`config.mk`:
```
export PLATFORM = sky130hd
export DESIGN_NAME = icache_arbiter
export DESIGN_NICKNAME = d
export VERILOG_FILES = /design/src/rtl/icache_arbiter.sv
export SDC_FILE = /design/constraint.sdc
export NUM_CORES = 1
export LEC_CHECK = 0
export CAP_MARGIN = 20
export CORE_AREA = 2 2 85 87
export DETAILED_ROUTE_END_ITERATION = 10
export DIE_AREA = 0 0 87 89
export PLACE_DENSITY = 0.79
export REMOVE_ABC_BUFFERS = 1
export SLEW_MARGIN = 10
export SYNTH_ARGS = -nofsm -noshare
export SYNTH_HDL_FRONTEND = slang
export SYNTH_SLANG_ARGS = --single-unit
```
`constraint.sdc`:
```
create_clock -name clk -period 2.2 [get_ports clk]
set_input_delay 0.66 -clock clk [delete_from_list [all_inputs] [get_ports clk]]
set_output_delay 0.66 -clock clk [all_outputs]
set_load 0.01 [all_outputs]
```
`src/rtl/icache_arbiter.sv`:
```
// icache_arbiter: two-requester arbiter in front of a single-outstanding instruction cache port.
//
// Requester 0 is the fetch path and requester 1 is the prefetch path. In IDLE one request is
// granted combinationally, and its address and owner id are registered. The block then waits in
// BUSY for cache_instruction_valid and returns the word to the owner. A flush drops the request
// in flight. Any late cache response then drains in DRAIN. A wait counter aborts a request that
// is never answered and pulses timeout_err.
//
// Parameters:
//   TIMEOUT_CYCLES  maximum wait cycles in BUSY/DRAIN before the request is aborted
//   ADDR_W          instruction address width
//
// Ports:
//   clk, reset                 clock; asynchronous active-high reset
//   flush                      redirect; cancels the outstanding request
//   req0_valid/addr            fetch request
//   req1_valid/addr            prefetch request
//   req0_grant, req1_grant     request accepted this cycle
//   rsp0_valid, rsp1_valid     response returned to that requester
//   rsp_data                   instruction word (shared, always cache_instruction_data)
//   cache_instruction_addr     registered address presented to the icache
//   cache_instruction_data     instruction word from the icache
//   cache_instruction_valid    icache data valid
//   timeout_err                one-cycle pulse on timeout abort
//
// Configuration macro:
//   ICACHE_ARB_RR_EN  defined: round-robin arbitration on ties; undefined: requester 0 wins ties.

module icache_arbiter #(
    parameter int unsigned TIMEOUT_CYCLES = 16,
    parameter int unsigned ADDR_W         = 32
) (
    input  logic              clk,
    input  logic              reset,
    input  logic              flush,
    input  logic              req0_valid,
    input  logic [ADDR_W-1:0] req0_addr,
    input  logic              req1_valid,
    input  logic [ADDR_W-1:0] req1_addr,
    output logic              req0_grant,
    output logic              req1_grant,
    output logic              rsp0_valid,
    output logic              rsp1_valid,
    output logic [31:0]       rsp_data,
    output logic [ADDR_W-1:0] cache_instruction_addr,
    input  logic [31:0]       cache_instruction_data,
    input  logic              cache_instruction_valid,
    output logic              timeout_err
);

    localparam int unsigned CntW = (TIMEOUT_CYCLES > 1) ? $clog2(TIMEOUT_CYCLES) : 1;

    typedef enum logic [1:0] {StIdle, StBusy, StDrain} state_e;

    state_e            state_q, state_d;
    logic [CntW-1:0]   cnt_q, cnt_d;
    logic [ADDR_W-1:0] addr_q;
    logic              owner_q;
    logic              win1;
    logic              req_any;
    logic              expired;

    assign req_any = req0_valid | req1_valid;
    assign expired = (cnt_q == CntW'(TIMEOUT_CYCLES - 1));

`ifdef ICACHE_ARB_RR_EN
    // last_q = 1 means requester 1 won the previous grant, so requester 0 wins the next tie.
    logic last_q;
    assign win1 = req1_valid & (~req0_valid | ~last_q);
`else
    assign win1 = req1_valid & ~req0_valid;
`endif

    // State register.
    always_ff @(posedge clk or posedge reset) begin
        if (reset) begin
            state_q <= StIdle;
            cnt_q   <= '0;
        end else begin
            state_q <= state_d;
            cnt_q   <= cnt_d;
        end
    end

    // Next state and wait counter.
    always_comb begin
        state_d = state_q;
        unique case (state_q)
            StIdle: begin
                if (!flush && req_any) state_d = StBusy;
            end
            StBusy: begin
                // A response always closes the request, even when a flush discards it.
                if (cache_instruction_valid) state_d = StIdle;
                else if (flush)              state_d = StDrain;
                else if (expired)            state_d = StIdle;
            end
            StDrain: begin
                if (cache_instruction_valid || expired) state_d = StIdle;
            end
            default: state_d = StIdle;
        endcase

        // Clear on every state change (entry to BUSY/DRAIN) and while idle.
        if (state_q == StIdle || state_d != state_q) begin
            cnt_d = '0;
        end else if (!cache_instruction_valid) begin
            cnt_d = cnt_q + 1'b1;
        end else begin
            cnt_d = cnt_q;
        end
    end

    // Outputs.
    always_comb begin
        req0_grant  = 1'b0;
        req1_grant  = 1'b0;
        rsp0_valid  = 1'b0;
        rsp1_valid  = 1'b0;
        timeout_err = 1'b0;
        unique case (state_q)
            StIdle: begin
                // Grants are combinational from the inputs, so they are gated while reset is high.
                if (!reset && !flush && req_any) begin
                    req0_grant = ~win1;
                    req1_grant = win1;
                end
            end
            StBusy: begin
                if (cache_instruction_valid && !flush) begin
                    rsp0_valid = ~owner_q;
                    rsp1_valid = owner_q;
                end
                timeout_err = !cache_instruction_valid && !flush && expired;
            end
            StDrain: begin
                timeout_err = !cache_instruction_valid && expired;
            end
            default: ;
        endcase
    end

    // Request registers; the address is held until the next grant.
    always_ff @(posedge clk or posedge reset) begin
        if (reset) begin
            addr_q  <= '0;
            owner_q <= 1'b0;
        end else if (state_q == StIdle && !flush && req_any) begin
            addr_q  <= win1 ? req1_addr : req0_addr;
            owner_q <= win1;
        end
    end

`ifdef ICACHE_ARB_RR_EN
    always_ff @(posedge clk or posedge reset) begin
        if (reset) begin
            last_q <= 1'b1;
        end else if (state_q == StIdle && !flush && req_any) begin
            last_q <= win1;
        end
    end
`endif

    assign cache_instruction_addr = addr_q;
    assign rsp_data               = cache_instruction_data;

endmodule

```
==> summary.txt <==
Outcome
  – Outcome: complete, no violations

STA
  – Setup-failing EPs final: 0
  – Actual slew at the worst max-slew pin: 548.2 ps
  – Tcrit/Tclk final: 0.9725
  – Slew margin rel.: 0.6345
  – Fin crit period: 2140 ps
  – Slew Limit Fails: 0
  – RSZ-0062 raised after global routing: false
  – FMAX: 0.4674 GHz
  – PnR worst setup slack: 60.49 ps
  – Setup TNS: 0 ps
  – Final count of hold timing violations: 0
  – Post-Route Skew: 2.027 ps

Critical path
  – Crit-path max FO: 5
  – Critical Path Sink Type: primary output
  – Worst setup SP type: primary input
  – Req. time, crit path: 1540 ps
  – Crit path kind: in -> out
  – Crit path DAT: 1480 ps

Layout
  – Area Growth Syn to Fin: 50.17%
  – Multi-input combinational cell area: 991.0 um^2
  – Share of layout cells above drive strength 1: 0.1688
  – Antenna diode count: 0
  – Nets: 426
  – Filler instances: 659
  – Design area: 0.003393 mm^2
  – Most frequent cells in the layout: 96 x clkdlybuf4s50_1, 39 x dfrtp_1, 34 x nand2_1, 33 x mux2i_1, 33 x o21ai_0
  – Non-Filler Instances: 400
  – Register area: 975.9 um^2
  – Commonest non-fill, non-tap cell in the layout: clkdlybuf4s50_1

Pwr
  – Reg power frac: 0.350
  – Pwr dens: 1008 mW/mm^2
  – Sw Ratio: 0.3346
  – Switching power: 1.144 mW
  – Clock network power share: 0.153
  – Peak VDD IR: 0.4345 mV
  – Static Leakage: 1.480 nW
  – Combinational power share: 0.496
  – Pint: 2.276 mW

Global route
  – Total Routing Usage GR: 0.1773
  – M1 GR Usage: 0.2076
  – GR Util met3: 0.1302
  – Number of global-route vias before repair: 1971
  – Met2 Use GR: 0.2575
  – First-pass GRT wire length: 10160 um
  – Initial antenna violation count: 0
  – GRT Max-Usage Layer: met2
  – Largest net degree at the start of global routing: 67
  – Total grt overflow: 0

Logic synthesis
  – Post-synth EDFFs: 0
  – Ys flop type: dfrtp_1
  – #FFs+latches synth: 39
  – Area leader, netlist: dfrtp_1
  – Async set-reset flop share out of synthesis: 1.000
  – Sequential cell area fraction in the yosys report: 0.4319
  – Area contributors post-synth: dfrtp_1 43%, mux2i_1 15%, buf_4 11%
  – Yosys warnings: 0
  – Synth top area share: 0.4319
  – Count of different cell masters after synthesis: 35
  – Synth Area per Inst: 9.911 um^2
  – Synthesized instance count: 228
  – Post-Syn Area: 0.002260 mm^2

Detailed routing
  – Detailed-route DRC error count: 0
  – Vias: 1909
  – Post-route ant nets: 0
  – Routed wirelength normalized by instance count: 16.84 um
  – Vias per cell: 4.773
  – Iteration count of the initial detailed-routing pass: 4
  – Initial DRC Count: 42
  – Routed WL: 6735 um

Die
  – Initial core utilization: 0.3363
  – Die height: 89 um
  – Die area: 0.007743 mm^2
  – Die W: 87 um
  – Top Ports: 171
  – Core region area: 0.006719 mm^2
  – Cell row count: 30

CTS
  – Clock Tree Root: clkbuf_8
  – Worst-Skew Late Latency: 280 ps
  – Clock Tree Buf Depth: 2
  – Clock net sink count: 39
  – Post-CTS Hold Fix Bufs: 0
  – Worst-path clk slew: 70 ps
  – TritonCTS clock tree: built
  – H-tree depth: 2
  – CTS Buf Count: 5

Place
  – I/O Buffers: 106
  – Placed insts: 391
  – Placer Congestion: 0.8051
  – DP HPWL: 5263 um
  – Pre-CTS WS: -689.1 ps
  – Placed cell areas: 0.003272 mm^2

Worst hold path
  – Hold WC Path Type: reg -> reg

Job
  – MaxCap Viol Count: 0
[sequential cells by signal (all words and copies together) (netlist names)]
register / cells
state_q: 2
cache_instruction_addr: 32
cnt_q: 4
owner_q: 1
[kinds of logic (layout without fill, tap and decap cells)]
logic type,after synthesis,count (layout),share of synthesized area
adder cells (fa/ha/maj),5,5,0.02769
AND/OR/NAND/NOR,54,54,0.1157
flip-flops,39,39,0.4319
AO/OA/AOI/OAI,43,43,0.1091
XOR/XNOR,3,3,0.01163
buffers and inverters,50,142,0.1528
multiplexers,34,34,0.1512
[metrics by stage]
| stage | power, mW | hold slack (ps) | util |
|---|---|---|---|
| after floorplan | 1.872 | 494.0 | - |
| after global placement | 2.826 | 460.7 | 0.4870 |
| after detailed placement | 2.876 | 469.9 | 0.4870 |
| after CTS | 3.436 | 486.8 | 0.5030 |
| after global routing | 3.690 | 503.5 | 0.5050 |
| final | 3.420 | 478.0 | 0.5050 |
[power by group through the flow]
stage / combinational [mW] / clock [mW] / sequential [mW]
global route: 1.86 / 0.585 / 1.25
finish: 1.70 / 0.523 / 1.20
detailed placement: 1.67 / 0 / 1.21
floorplan: 0.525 / 0 / 1.35
global placement: 1.63 / 0 / 1.19
CTS: 1.69 / 0.547 / 1.20
[cell usage after synthesis, drive strengths merged (2+ instances only)]
library cell,number
a21oi,3
buf,40
clkbuf,4
dfrtp,39
ha,5
inv,6
mux2i,33
nand2,34
nor2,3
nor2b,3
nor4,4
o21ai,35
xor2,2
[repair_timing]
item                                    CTS  global route
pin swaps                                 0             0
setup buffers                             0             1
gates resized for setup                  38             4
endpoints found under the setup margin    6             2
[metal layers]
metal / routed length [um] / part of all wire
met5: 36 / 0.0053
met1: 2683 / 0.40
met3: 1007 / 0.15
met2: 2953 / 0.44
met4: 53 / 0.0079
[worst max-delay path: stages]
cell and delay [ps]:
dlygate4sd2_1 260, buf_6 130, nor2b_4 120, and3_2 180, buf_2 120
[final cells by class]
cell class | instances | share of cell area
multi-input combinational | 139 | 0.2920
inverter | 6 | 0.006637
clock buffer | 8 | 0.02950
sequential | 39 | 0.2876
tap | 80 | 0.02950
timing repair buffer | 128 | 0.3547
[worst paths after layout]
kind	slack [ps]	from	cells past startpoint	endpoint
max	60	flush	5	rsp1_valid
min	480	cache_instruction_addr[31]	2	cache_instruction_addr[31]
max reg2reg	420	state_q[0]	5	owner_q
min reg2reg	480	cache_instruction_addr[31]	2	cache_instruction_addr[31]
max in group asynchronous	1250	reset	4	cache_instruction_addr[31]
min in group asynchronous	700	reset	4	cache_instruction_addr[21]
No activity file was read; power rests on OpenSTA's default activity.
